--- src/rtl/instr_fetch_unit.sv ---
// Fetch stage: issues in-order word fetches, buffers returned instructions with their PCs,
// and flushes buffered and in-flight work on a redirect.
module instr_fetch_unit #(
    parameter logic [31:0] RESET_PC        = 32'h0000_0000,
    parameter int          FIFO_DEPTH      = 2,
    parameter int          MAX_OUTSTANDING = 2
) (
    input  logic        clk,
    input  logic        rst,
    output logic        req_valid,
    input  logic        req_ready,
    output logic [31:0] req_addr,
    input  logic        rsp_valid,
    input  logic [31:0] rsp_data,
    input  logic        redirect_valid,
    input  logic [31:0] redirect_pc,
    output logic        instr_valid,
    input  logic        instr_ready,
    output logic [31:0] instr,
    output logic [31:0] instr_pc
);
    localparam int          OW        = $clog2(MAX_OUTSTANDING + 1);
    localparam int          CW        = $clog2(FIFO_DEPTH + 1);
    localparam int          AW        = $clog2(FIFO_DEPTH);
    localparam logic [31:0] DEPTH_U   = 32'(FIFO_DEPTH);
    localparam logic [31:0] MAX_OUT_U = 32'(MAX_OUTSTANDING);

    logic [31:0]   fetch_pc;
    logic [31:0]   rsp_pc;
    logic [OW-1:0] outstanding;
    logic [OW-1:0] drop_cnt;
    logic [OW-1:0] live;
    logic [CW-1:0] fifo_count;
    logic [AW-1:0] wr_ptr;
    logic [AW-1:0] rd_ptr;
    logic [31:0]   buf_instr [FIFO_DEPTH];
    logic [31:0]   buf_pc    [FIFO_DEPTH];
    logic [31:0]   credit_used;
    logic [31:0]   redirect_target;
    logic          req_fire;
    logic          push;
    logic          pop;

    // Credits count both buffered entries and live in-flight fetches so a push never overflows.
    assign live            = outstanding - drop_cnt;
    assign credit_used     = 32'(live) + 32'(fifo_count);
    assign req_valid       = !rst && !redirect_valid && (credit_used < DEPTH_U)
                             && (32'(outstanding) < MAX_OUT_U);
    assign req_addr        = fetch_pc;
    assign req_fire        = req_valid && req_ready;
    assign push            = rsp_valid && (drop_cnt == '0);
    assign pop             = instr_valid && instr_ready;
    assign redirect_target = {redirect_pc[31:2], 2'b00};

    assign instr_valid = (fifo_count != '0);
    assign instr       = instr_valid ? buf_instr[rd_ptr] : 32'h0;
    assign instr_pc    = instr_valid ? buf_pc[rd_ptr]    : 32'h0;

    always_ff @(posedge clk) begin
        if (rst) begin
            fetch_pc    <= RESET_PC;
            rsp_pc      <= RESET_PC;
            outstanding <= '0;
            drop_cnt    <= '0;
            fifo_count  <= '0;
            wr_ptr      <= '0;
            rd_ptr      <= '0;
        end else begin
            outstanding <= outstanding + OW'(req_fire) - OW'(rsp_valid);
            if (redirect_valid) begin
                // Everything still in flight after this edge belongs to the old path.
                fetch_pc   <= redirect_target;
                rsp_pc     <= redirect_target;
                drop_cnt   <= outstanding - OW'(rsp_valid);
                fifo_count <= '0;
                wr_ptr     <= '0;
                rd_ptr     <= '0;
            end else begin
                if (req_fire) begin
                    fetch_pc <= fetch_pc + 32'd4;
                end
                if (rsp_valid && (drop_cnt != '0)) begin
                    drop_cnt <= drop_cnt - OW'(1);
                end
                if (push) begin
                    rsp_pc <= rsp_pc + 32'd4;
                    wr_ptr <= wr_ptr + AW'(1);
                end
                if (pop) begin
                    rd_ptr <= rd_ptr + AW'(1);
                end
                fifo_count <= fifo_count + CW'(push) - CW'(pop);
            end
        end
    end

    always_ff @(posedge clk) begin
        if (!rst && !redirect_valid && push) begin
            buf_instr[wr_ptr] <= rsp_data;
            buf_pc[wr_ptr]    <= rsp_pc;
        end
    end

    overflow_check: assert property (@(posedge clk) disable iff (rst)
        !(push && !pop && !redirect_valid && (fifo_count == CW'(FIFO_DEPTH))));

endmodule

--- config.mk ---
export PLATFORM = sky130hd
export DESIGN_NAME = instr_fetch_unit
export DESIGN_NICKNAME = d
export VERILOG_FILES = /design/src/rtl/instr_fetch_unit.sv
export SDC_FILE = /design/constraint.sdc
export NUM_CORES = 1
export LEC_CHECK = 0
export CAP_MARGIN = 20
export CORE_UTILIZATION = 52
export CTS_CLUSTER_DIAMETER = 100
export DETAILED_ROUTE_END_ITERATION = 10
export PLACE_DENSITY = 0.9
export SLEW_MARGIN = 5
export SYNTH_ARGS = -nofsm -noshare
export SYNTH_HDL_FRONTEND = slang
export SYNTH_SLANG_ARGS = --single-unit
--- constraint.sdc ---
create_clock -name clk -period 8.8 [get_ports clk]
set_clock_uncertainty 0.05 [all_clocks]
set_input_delay 2.2 -clock clk [delete_from_list [all_inputs] [get_ports clk]]
set_output_delay 2.2 -clock clk [all_outputs]
set_load 0.01 [all_outputs]
* Word level (Yosys, flattened, before mapping)
Memory sizes are Yosys's and may differ from the RTL's. A register that Yosys moved wholly into a read port is not among the register bits.
Cells that the tools add are included.
** Storage, ports and cells
- Register bits after elaboration :: 72
- Memory bits (writable) :: 128
- Input port bits :: 70
- Output and inout port bits :: 98
- Logic and storage cells :: 56
- Memories kept :: 2
** Operators by class
- Add/sub/neg operators :: 12
- Order comparisons :: 2
- Mux-type cells :: 14
- Reductions and logical operators :: 17
** Memory list
- buf_instr :: depth 2, width 32, read ports 1, clocked after memory_dff 1, wr ports 1, RTL line 36 : logic [31:0] buf_instr [FIFO_DEPTH];
- buf_pc :: depth 2, width 32, read ports 1, clocked after memory_dff 1, wr ports 1, RTL line 37 : logic [31:0] buf_pc [FIFO_DEPTH];
** Operator list (number)
- two-way mux 32 bit :: 6
- adder 32 x 3 -> 32 bit, second input constant :: 2
- nonzero test 2 bit :: 5
- logical AND 1 bit :: 8
- two-way mux 1 bit :: 6
- subtractor 2 x 1 -> 2 bit :: 3
- adder 2 x 1 -> 2 bit :: 2
- two-way mux 2 bit :: 2
- adder 2 x 2 -> 3 bit :: 1
- < comparator 3 x 2 -> 1 bit, second input constant :: 1
- adder 1 bit, second input constant :: 2
- logical NOT 1 bit :: 2
- logical NOT 2 bit :: 1
- < comparator 2 bit, second input constant :: 1
- OR reduction 2 bit :: 1
- subtractor 2 x 1 -> 2 bit, second input constant :: 1
- subtractor 2 bit :: 1

* Longest topological paths before layout
Gate-level depths: netlist of run 1.
- Depth in word-level cells :: 8
- Mapped depth :: 14
- Depth with buffers taken out :: 14

* Least setup slack after synthesis of run 1
No wires, ideal clock.
- Path type :: input port to flip-flop
- From :: input rst
- To :: memory buf_instr[0][0], enable pin
- Library setup time :: 0.558 ns
- Arrival time :: 7.038 ns
- Required time :: 8.192 ns
- Path slack :: 1.153 ns
- Stages on the path :: 4
- Path buffers :: 2
- Cells stage by stage :: buf_2 > or2_1 > buf_2 > nor3_1
** On the way
- Cells in the longest elaborated chain, start to end :: 5
** Ends and longest elaborated chain
- from (decl) :: RTL line 9 : input logic rst,
- logical NOT 1 bit :: RTL line 98 : if (!rst && !redirect_valid && push) begin
- logical AND 1 bit (2 in series) :: RTL line 98
- two-way mux 1 bit :: RTL line 98
- two-way mux 1 bit (not written as such) :: RTL line 99 : buf_instr[wr_ptr] <= rsp_data;
- to (decl) :: RTL line 36
No other way between the ends.

* Final worst setup path of run 1
- From :: input redirect_valid
- To :: output req_valid
** On the way
- Cells in the longest elaborated chain, start to end :: 4
** Ends and longest elaborated chain
- from (decl) :: RTL line 15 : input logic redirect_valid,
- logical NOT 1 bit :: RTL line 47 : assign req_valid = !rst && !redirect_valid && (credit_used < DEPTH_U)
- logical AND 1 bit (2 in series) :: RTL line 47
- logical AND 1 bit :: RTL line 48 : && (32'(outstanding) < MAX_OUT_U);
- to (decl) :: RTL line 10 : output logic req_valid,
No other way between the ends.

==> results.toml, run 1 <==
[outcome]
status = "completed"

[yosys]
syn_area_per_cell_um2 = 11.85
synth_edf_count = 124
yosys_register_bits = 193
seq_area_frac_synth_pct = 59.90
synth_top_family_by_area = "simple AND/OR/NAND/NOR gates"
synthAdderAreaFrac_pct = 1.556
synth_area_um2 = 8522
ys.flop_type = "edfxtp_1"
synth_simple_gate_area_share_pct = 13.96
syn_inst = 719
synth_cell_types = 53
synthMuxAreaShare_pct = 7.532
synth-xor-area-share_pct = 5.858
yosysWarnings = 0
synth-compound-area-share_pct = 7.473
ys_async_sr_fraction_pct = 0

[layout]
syn_to_final_growth_pct = 27.59
final_common_cell = "clkdlybuf4s50_1"
final_nets = 949
diodes = 0
fin_util_pct = 68.20
final_cells = 1098
final_cell_mix = "161 x clkdlybuf4s50_1, 124 x edfxtp_1, 88 x nor2_1, 68 x dfxtp_1, 63 x mux2i_1"
drive_gt1_share_pct = 5.329
nFillCells = 1163

[routing]
ant_nets = 0
wl_per_cell_um = 16.25
wl_mm = 17.84
drc = 0
vias = 5939
first_pass_iters = 5
first_iter_violations = 463
viasPerCell = 5.409

[floorplan]
dieHeight_um = 130.0
die_area_um2 = 16900
core_um2 = 15940
start_util_pct = 53.45
rows = 46
die_w_um = 130.0
ioPinCount = 168

[clock_tree]
htree_levels = 4
cts_inserted_buffers = 17
cts_tree = "yes"
cts_num_sinks = 193
clk-insertion-delay-late_ns = 0.43
clockBufferDepth = 2
cts_resized = 0
cts_setup_buffers = 0
clock-root-buffer = "clkbuf_16"
clk_pin_slew_ns = 0.06
cts_hold_buffers = 0

[critical_path]
crit_top_cell = "clkdlybuf4s50_1"
cp-end-kind = "output port"
start_kind = "input port"
cp.arrival_ns = 4.31
cp_cell_sequence = "clkdlybuf4s50_1 -> buf_4 -> or2_1 -> nor3_1 -> clkdlybuf4s50_1"
slowest_delay_ns = 0.62
required_ns = 6.55
critPathKind = "in -> out"
critPathSlowestCell = "or2_1"
crit_path_max_fanout = 46
reg2reg_slack_ns = 5.69

[sta]
fin_crit_sh_pct = 74.50
finalSetupTns_ns = 0
tightest_slew_ns = 0.8205
setup_viol = 0
period_minus_slack_ns = 6.556
max_freq_mhz = 152.5
grt_setup_unrepaired = "false"
maxSlewHeadroom_pct = 45.30
hold_violations = 0
drv_slew = 0

[global_route]
antenna_found_initial = 0
gr-total-overflow = 0
grt_pass1_wl_mm = 27.39
grt_pass1_vias = 5580
grt_max_degree = 64
grtUsageTotal_pct = 21.36

[run]
drv_cap = 0

[power_and_ir_drop]
ir_drop_mv = 0.1500
p_leak_nw = 3.638
powerDensity_nw_per_um2 = 186.7

[placed_design]
dp_hpwl_mm = 12.14
placed_cells = 1066
gp_congestion = 0.8400
port_buffers = 161

[min_path]
hold_path_class = "reg -> reg"
-- worst paths after layout --
path | cells after the start | start | end
worst max-delay path | 5 | redirect_valid | req_valid
worst min-delay path | 0 | rsp_pc[30]$_SDFFE_PP0P_ | buf_pc[1][30]$_DFFE_PP_
worst max register to register | 14 | outstanding[0]$_SDFF_PP0_ | outstanding[1]$_SDFF_PP0_
worst min register to register | 0 | rsp_pc[30]$_SDFFE_PP0P_ | buf_pc[1][30]$_DFFE_PP_
-- metal layers --
| metal | track usage (%) | share of wire [%] | wire [um] | vias to the layer above |
|---|---|---|---|---|
| met5 | 0 | 0 | 0 | - |
| met4 | 9.029 | 2.6 | 461 | 0 |
| met3 | 5.125 | 7.7 | 1365 | 38 |
| met2 | 35.20 | 47 | 8408 | 234 |
| met1 | 27.03 | 43 | 7607 | 2790 |
| li1 | - | - | - | 2877 |
-- flip-flops by register name (all words and copies together) (netlist names), named ones only --
name / flops
outstanding: 2
drop_cnt: 2
req_addr: 30
wr_ptr: 1
rsp_pc: 30
buf_instr: 64
fifo_count: 2
buf_pc: 60
rd_ptr: 1
-- logic make-up (layout without fill, tap and decap cells) --
kind of cell               Yosys count  count (layout)
AOI/OAI and AO/OA                   94              94
xor gates and xnor gates            57              57
adders and majority gates           10              10
buffers and inverters               75             235
DFF                                193             193
muxes                               64              64
other                                1               4
and+or+nand+nor                    225             225
-- per-stage QoR --
step / instance area [um^2] / total power [mW] / hold slack (ns) / setup slack [ns]
CTS: 10870 / 2.040 / 0.4665 / 2.267
global route: 10870 / 2.100 / 0.4790 / 2.158
finish: 10870 / 2.030 / 0.4626 / 2.244
global placement: 10310 / 1.310 / 0.4258 / 2.278
floorplan: 8533 / 1.192 / 0.3953 / 1.153
detailed placement: 10310 / 1.319 / 0.4428 / 2.269
-- where the power goes --
| part | leakage (nW) | switching (mW) | internal [mW] | total, mW |
|---|---|---|---|---|
| sequential | 1.70 | 0.0406 | 1.00 | 1.04 |
| combinational | 1.67 | 0.122 | 0.137 | 0.259 |
| clock | 0.261 | 0.305 | 0.423 | 0.729 |
| total | 3.64 | 0.468 | 1.56 | 2.03 |
-- layout make-up --
class                           instances  area (um^2)  share of cell area, %
Tap cell                              216        270.3                  2.486
Inverter                               34        127.6                  1.174
Timing Repair Buffer                  169         1672                  15.37
Clock inverter                         10        111.4                  1.024
Clock buffer                           22        454.2                  4.177
Multi-Input combinational cell        454         3129                  28.78
Sequential cell                       193         5109                  46.99
-- cell usage after synthesis (2+ instances only) --
| cell type | count | area share [%] |
|---|---|---|
| edfxtp_1 | 124 | 44 |
| nor2_1 | 89 | 3.9 |
| dfxtp_1 | 69 | 16 |
| mux2i_1 | 63 | 7.4 |
| xnor2_1 | 36 | 3.7 |
| inv_1 | 34 | 1.5 |
| a21boi_0 | 30 | 2.6 |
| nand2_1 | 27 | 1.2 |
| clkbuf_1 | 26 | 1.1 |
| a21oi_1 | 24 | 1.4 |
| nand3_1 | 24 | 1.4 |
| nand4_1 | 24 | 1.8 |
| xor2_1 | 21 | 2.2 |
| and3_1 | 9 | 0.66 |
| and4_1 | 9 | 0.93 |
| ha_1 | 9 | 1.3 |
| and2_1 | 8 | 0.59 |
| nor3_1 | 8 | 0.47 |
| a211oi_1 | 7 | 0.62 |
| o21a_1 | 7 | 0.62 |
| nor4_1 | 6 | 0.44 |
| o21ai_0 | 6 | 0.35 |
| a31oi_1 | 5 | 0.37 |
| buf_1 | 5 | 0.22 |
| buf_4 | 5 | 0.44 |
| o311ai_0 | 4 | 0.41 |
| or3_1 | 4 | 0.29 |
| a21boi_1 | 3 | 0.26 |
| buf_2 | 3 | 0.18 |
| nor4_4 | 3 | 0.75 |
| nand2b_1 | 2 | 0.15 |
| nand3b_1 | 2 | 0.18 |
| nor2b_1 | 2 | 0.15 |
| o21bai_1 | 2 | 0.18 |
-- critical path, delay by kind of cell --
kind,cells,cell delay [ns]
buffers and inverters,3,1.35
AND/OR/NAND/NOR,2,0.73
No activity file was read; power rests on OpenSTA's default activity.
==> inputs of run 2 (changes only) <==
--- a/config.mk
+++ b/config.mk
@@ -6,10 +6,10 @@
 export NUM_CORES = 1
 export LEC_CHECK = 0
 export CAP_MARGIN = 20
-export CORE_UTILIZATION = 52
+export CORE_UTILIZATION = 47
 export CTS_CLUSTER_DIAMETER = 100
 export DETAILED_ROUTE_END_ITERATION = 10
-export PLACE_DENSITY = 0.9
+export PLACE_DENSITY = 0.87
 export SLEW_MARGIN = 5
 export SYNTH_ARGS = -nofsm -noshare
 export SYNTH_HDL_FRONTEND = slang
==> constraint.sdc (replaced) <==
create_clock -name clk -period 5.39 [get_ports clk]
set_clock_uncertainty 0.05 [all_clocks]
set_input_delay 1.3475 -clock clk [delete_from_list [all_inputs] [get_ports clk]]
set_output_delay 1.3475 -clock clk [all_outputs]
set_load 0.01 [all_outputs]
==> run 2 against run 1 <==
Against the previous run:
- largest cell class unchanged
- clock-buffer cell count is 3 lower
- setup slack worse by 1.1 ns
- wire length is 1.1% higher
- highest routed layer unchanged
- total power is 59% higher
==> results.toml, run 2 (same netlist as run 1, synthesis figures left out) <==
[sta]
maxSlewHeadroom_pct = 27.04
max_freq_mhz = 237.9
fin_crit_sh_pct = 77.99
drv_slew = 0
grt_setup_unrepaired = "false"
finalWorstSetupSlack_ns = 1.186
hold_violations = 0
finalSetupTns_ns = 0
period_minus_slack_ns = 4.204
setup_viol = 0
tightest_slew_ns = 1.094
hold_ws_ns = 0.4452

[routing]
first_pass_iters = 5
drc = 0
ant_nets = 0
dr_wl_met2_mm = 8.224
viasPerCell = 5.364
top_layer = "met4"
wl_mm = 18.03
routed-wl-met3_mm = 1.301
vias = 5943
wl_met1_mm = 8.130
wl_per_cell_um = 16.28
first_iter_violations = 386

[clock_tree]
clk-insertion-delay-late_ns = 0.42
cts_resized = 0
clk_pin_slew_ns = 0.06
cts_num_sinks = 193
clock-root-buffer = "clkbuf_16"
cts_tree = "yes"
cts_setup_buffers = 0
htree_levels = 4
cts_inserted_buffers = 17
cts_hold_buffers = 0
clockBufferDepth = 2

[outcome]
status = "completed"

[layout]
drive_gt1_share_pct = 5.663
regMostFlops = "buf_instr"
largest_registers = "buf_instr: 64 flops, buf_pc: 60 flops"
final_cells = 1108
largest_reg_flops = 64
final_nets = 950
final_common_cell = "clkdlybuf4s50_1"
diodes = 0
final_cell_mix = "161 x clkdlybuf4s50_1, 124 x edfxtp_1, 88 x nor2_1, 68 x dfxtp_1, 63 x mux2i_1"
syn_to_final_growth_pct = 27.40
fin_area_um2 = 10860
fin_util_pct = 62.12

[global_route]
grt_pass1_vias = 5604
antenna_found_initial = 0
grt_max_degree = 63
gr-total-overflow = 0
grt_pass1_wl_mm = 28.29
grtUsageTotal_pct = 19.93

[critical_path]
reg2reg_slack_ns = 2.30
required_ns = 3.99
start_kind = "input port"
cp-end-kind = "output port"
rr_startpoint = "outstanding[0]$_SDFF_PP0_"
startpoint = "redirect_valid"
rr_endpoint = "outstanding[1]$_SDFF_PP0_"
critPathKind = "in -> out"
crit_path_max_fanout = 2
worst_r2r_path_depth = 14
cp.arrival_ns = 2.81

[floorplan]
die_area_um2 = 18670
rows = 48
start_util_pct = 48.76
ioPinCount = 168
dieHeight_um = 136.7
core_um2 = 17480
die_w_um = 136.7

[min_path]
hold_depth = 0
min_to = "buf_pc[0][31]$_DFFE_PP_"
min_from = "rsp_pc[31]$_SDFFE_PP0P_"
hold_path_class = "reg -> reg"

[power_and_ir_drop]
ir_drop_mv = 0.2097
clockPowerShare_pct = 34.3
power.switching_fraction_pct = 24.25
p_int_mw = 2.449
powerDensity_nw_per_um2 = 297.7
p_leak_nw = 3.631
p_total_mw = 3.232
switchingPower_mw = 0.7839
pwr-share-seq_pct = 52.7
p_comb_share_pct = 13.0

[run]
drv_cap = 0

[placed_design]
port_buffers = 161
dp_hpwl_mm = 12.63
pre_cts_ws_ns = 1.167
gp_congestion = 0.8398
placed_cell_area_um2 = 10330
placed_cells = 1076
[run 2: cell count changes in the layout (fill, tap and decap cells not counted), sizes merged]
cell / delta
inv: +1
clkinv: +5
clkbuf: -3
buf: +1
clkinvlp: -1
bufinv: -2
[run 2: metal layers]
| metal | global-route usage [%] | up-vias |
|---|---|---|
| li1 | - | 2879 |
| met1 | 26.32 | 2808 |
| met2 | 31.02 | 224 |
| met3 | 4.926 | 32 |
| met4 | 8.580 | 0 |
| met5 | 1.111 | - |
[run 2: worst max-delay path by stage]
stage / endpoint / cells past startpoint
2_1_floorplan: buf_instr[0][0]$_DFFE_PP_ / 4
3_3_place_gp: req_valid / 4
3_5_place_dp: req_valid / 4
4_1_cts: req_valid / 4
5_1_grt: req_valid / 4
6_report: req_valid / 4
[run 2: cell type report]
type	count	area [um^2]
Clock buffer	19	432.9
Clock inverter	13	91.34
Fill cell	1344	6620
Inverter	34	127.6
Multi-Input combinational cell	454	3136
Sequential cell	193	5109
Tap cell	225	281.5
Timing Repair Buffer	170	1679
[run 2: power by group through the flow]
stage                     clock network (mW)  registers [mW]  logic (mW)
after global routing                    1.19            1.71       0.461
final                                   1.11            1.70       0.421
after CTS                               1.13            1.70       0.425
after floorplan                            0            1.72       0.227
after detailed placement                   0            1.73       0.422
after global placement                     0            1.73       0.411
[run 2: critical path, cell delays in order]
cell and delay (ns):
clkdlybuf4s50_1 0.41, or2_1 0.29, nor3_1 0.20, clkdlybuf4s50_1 0.56
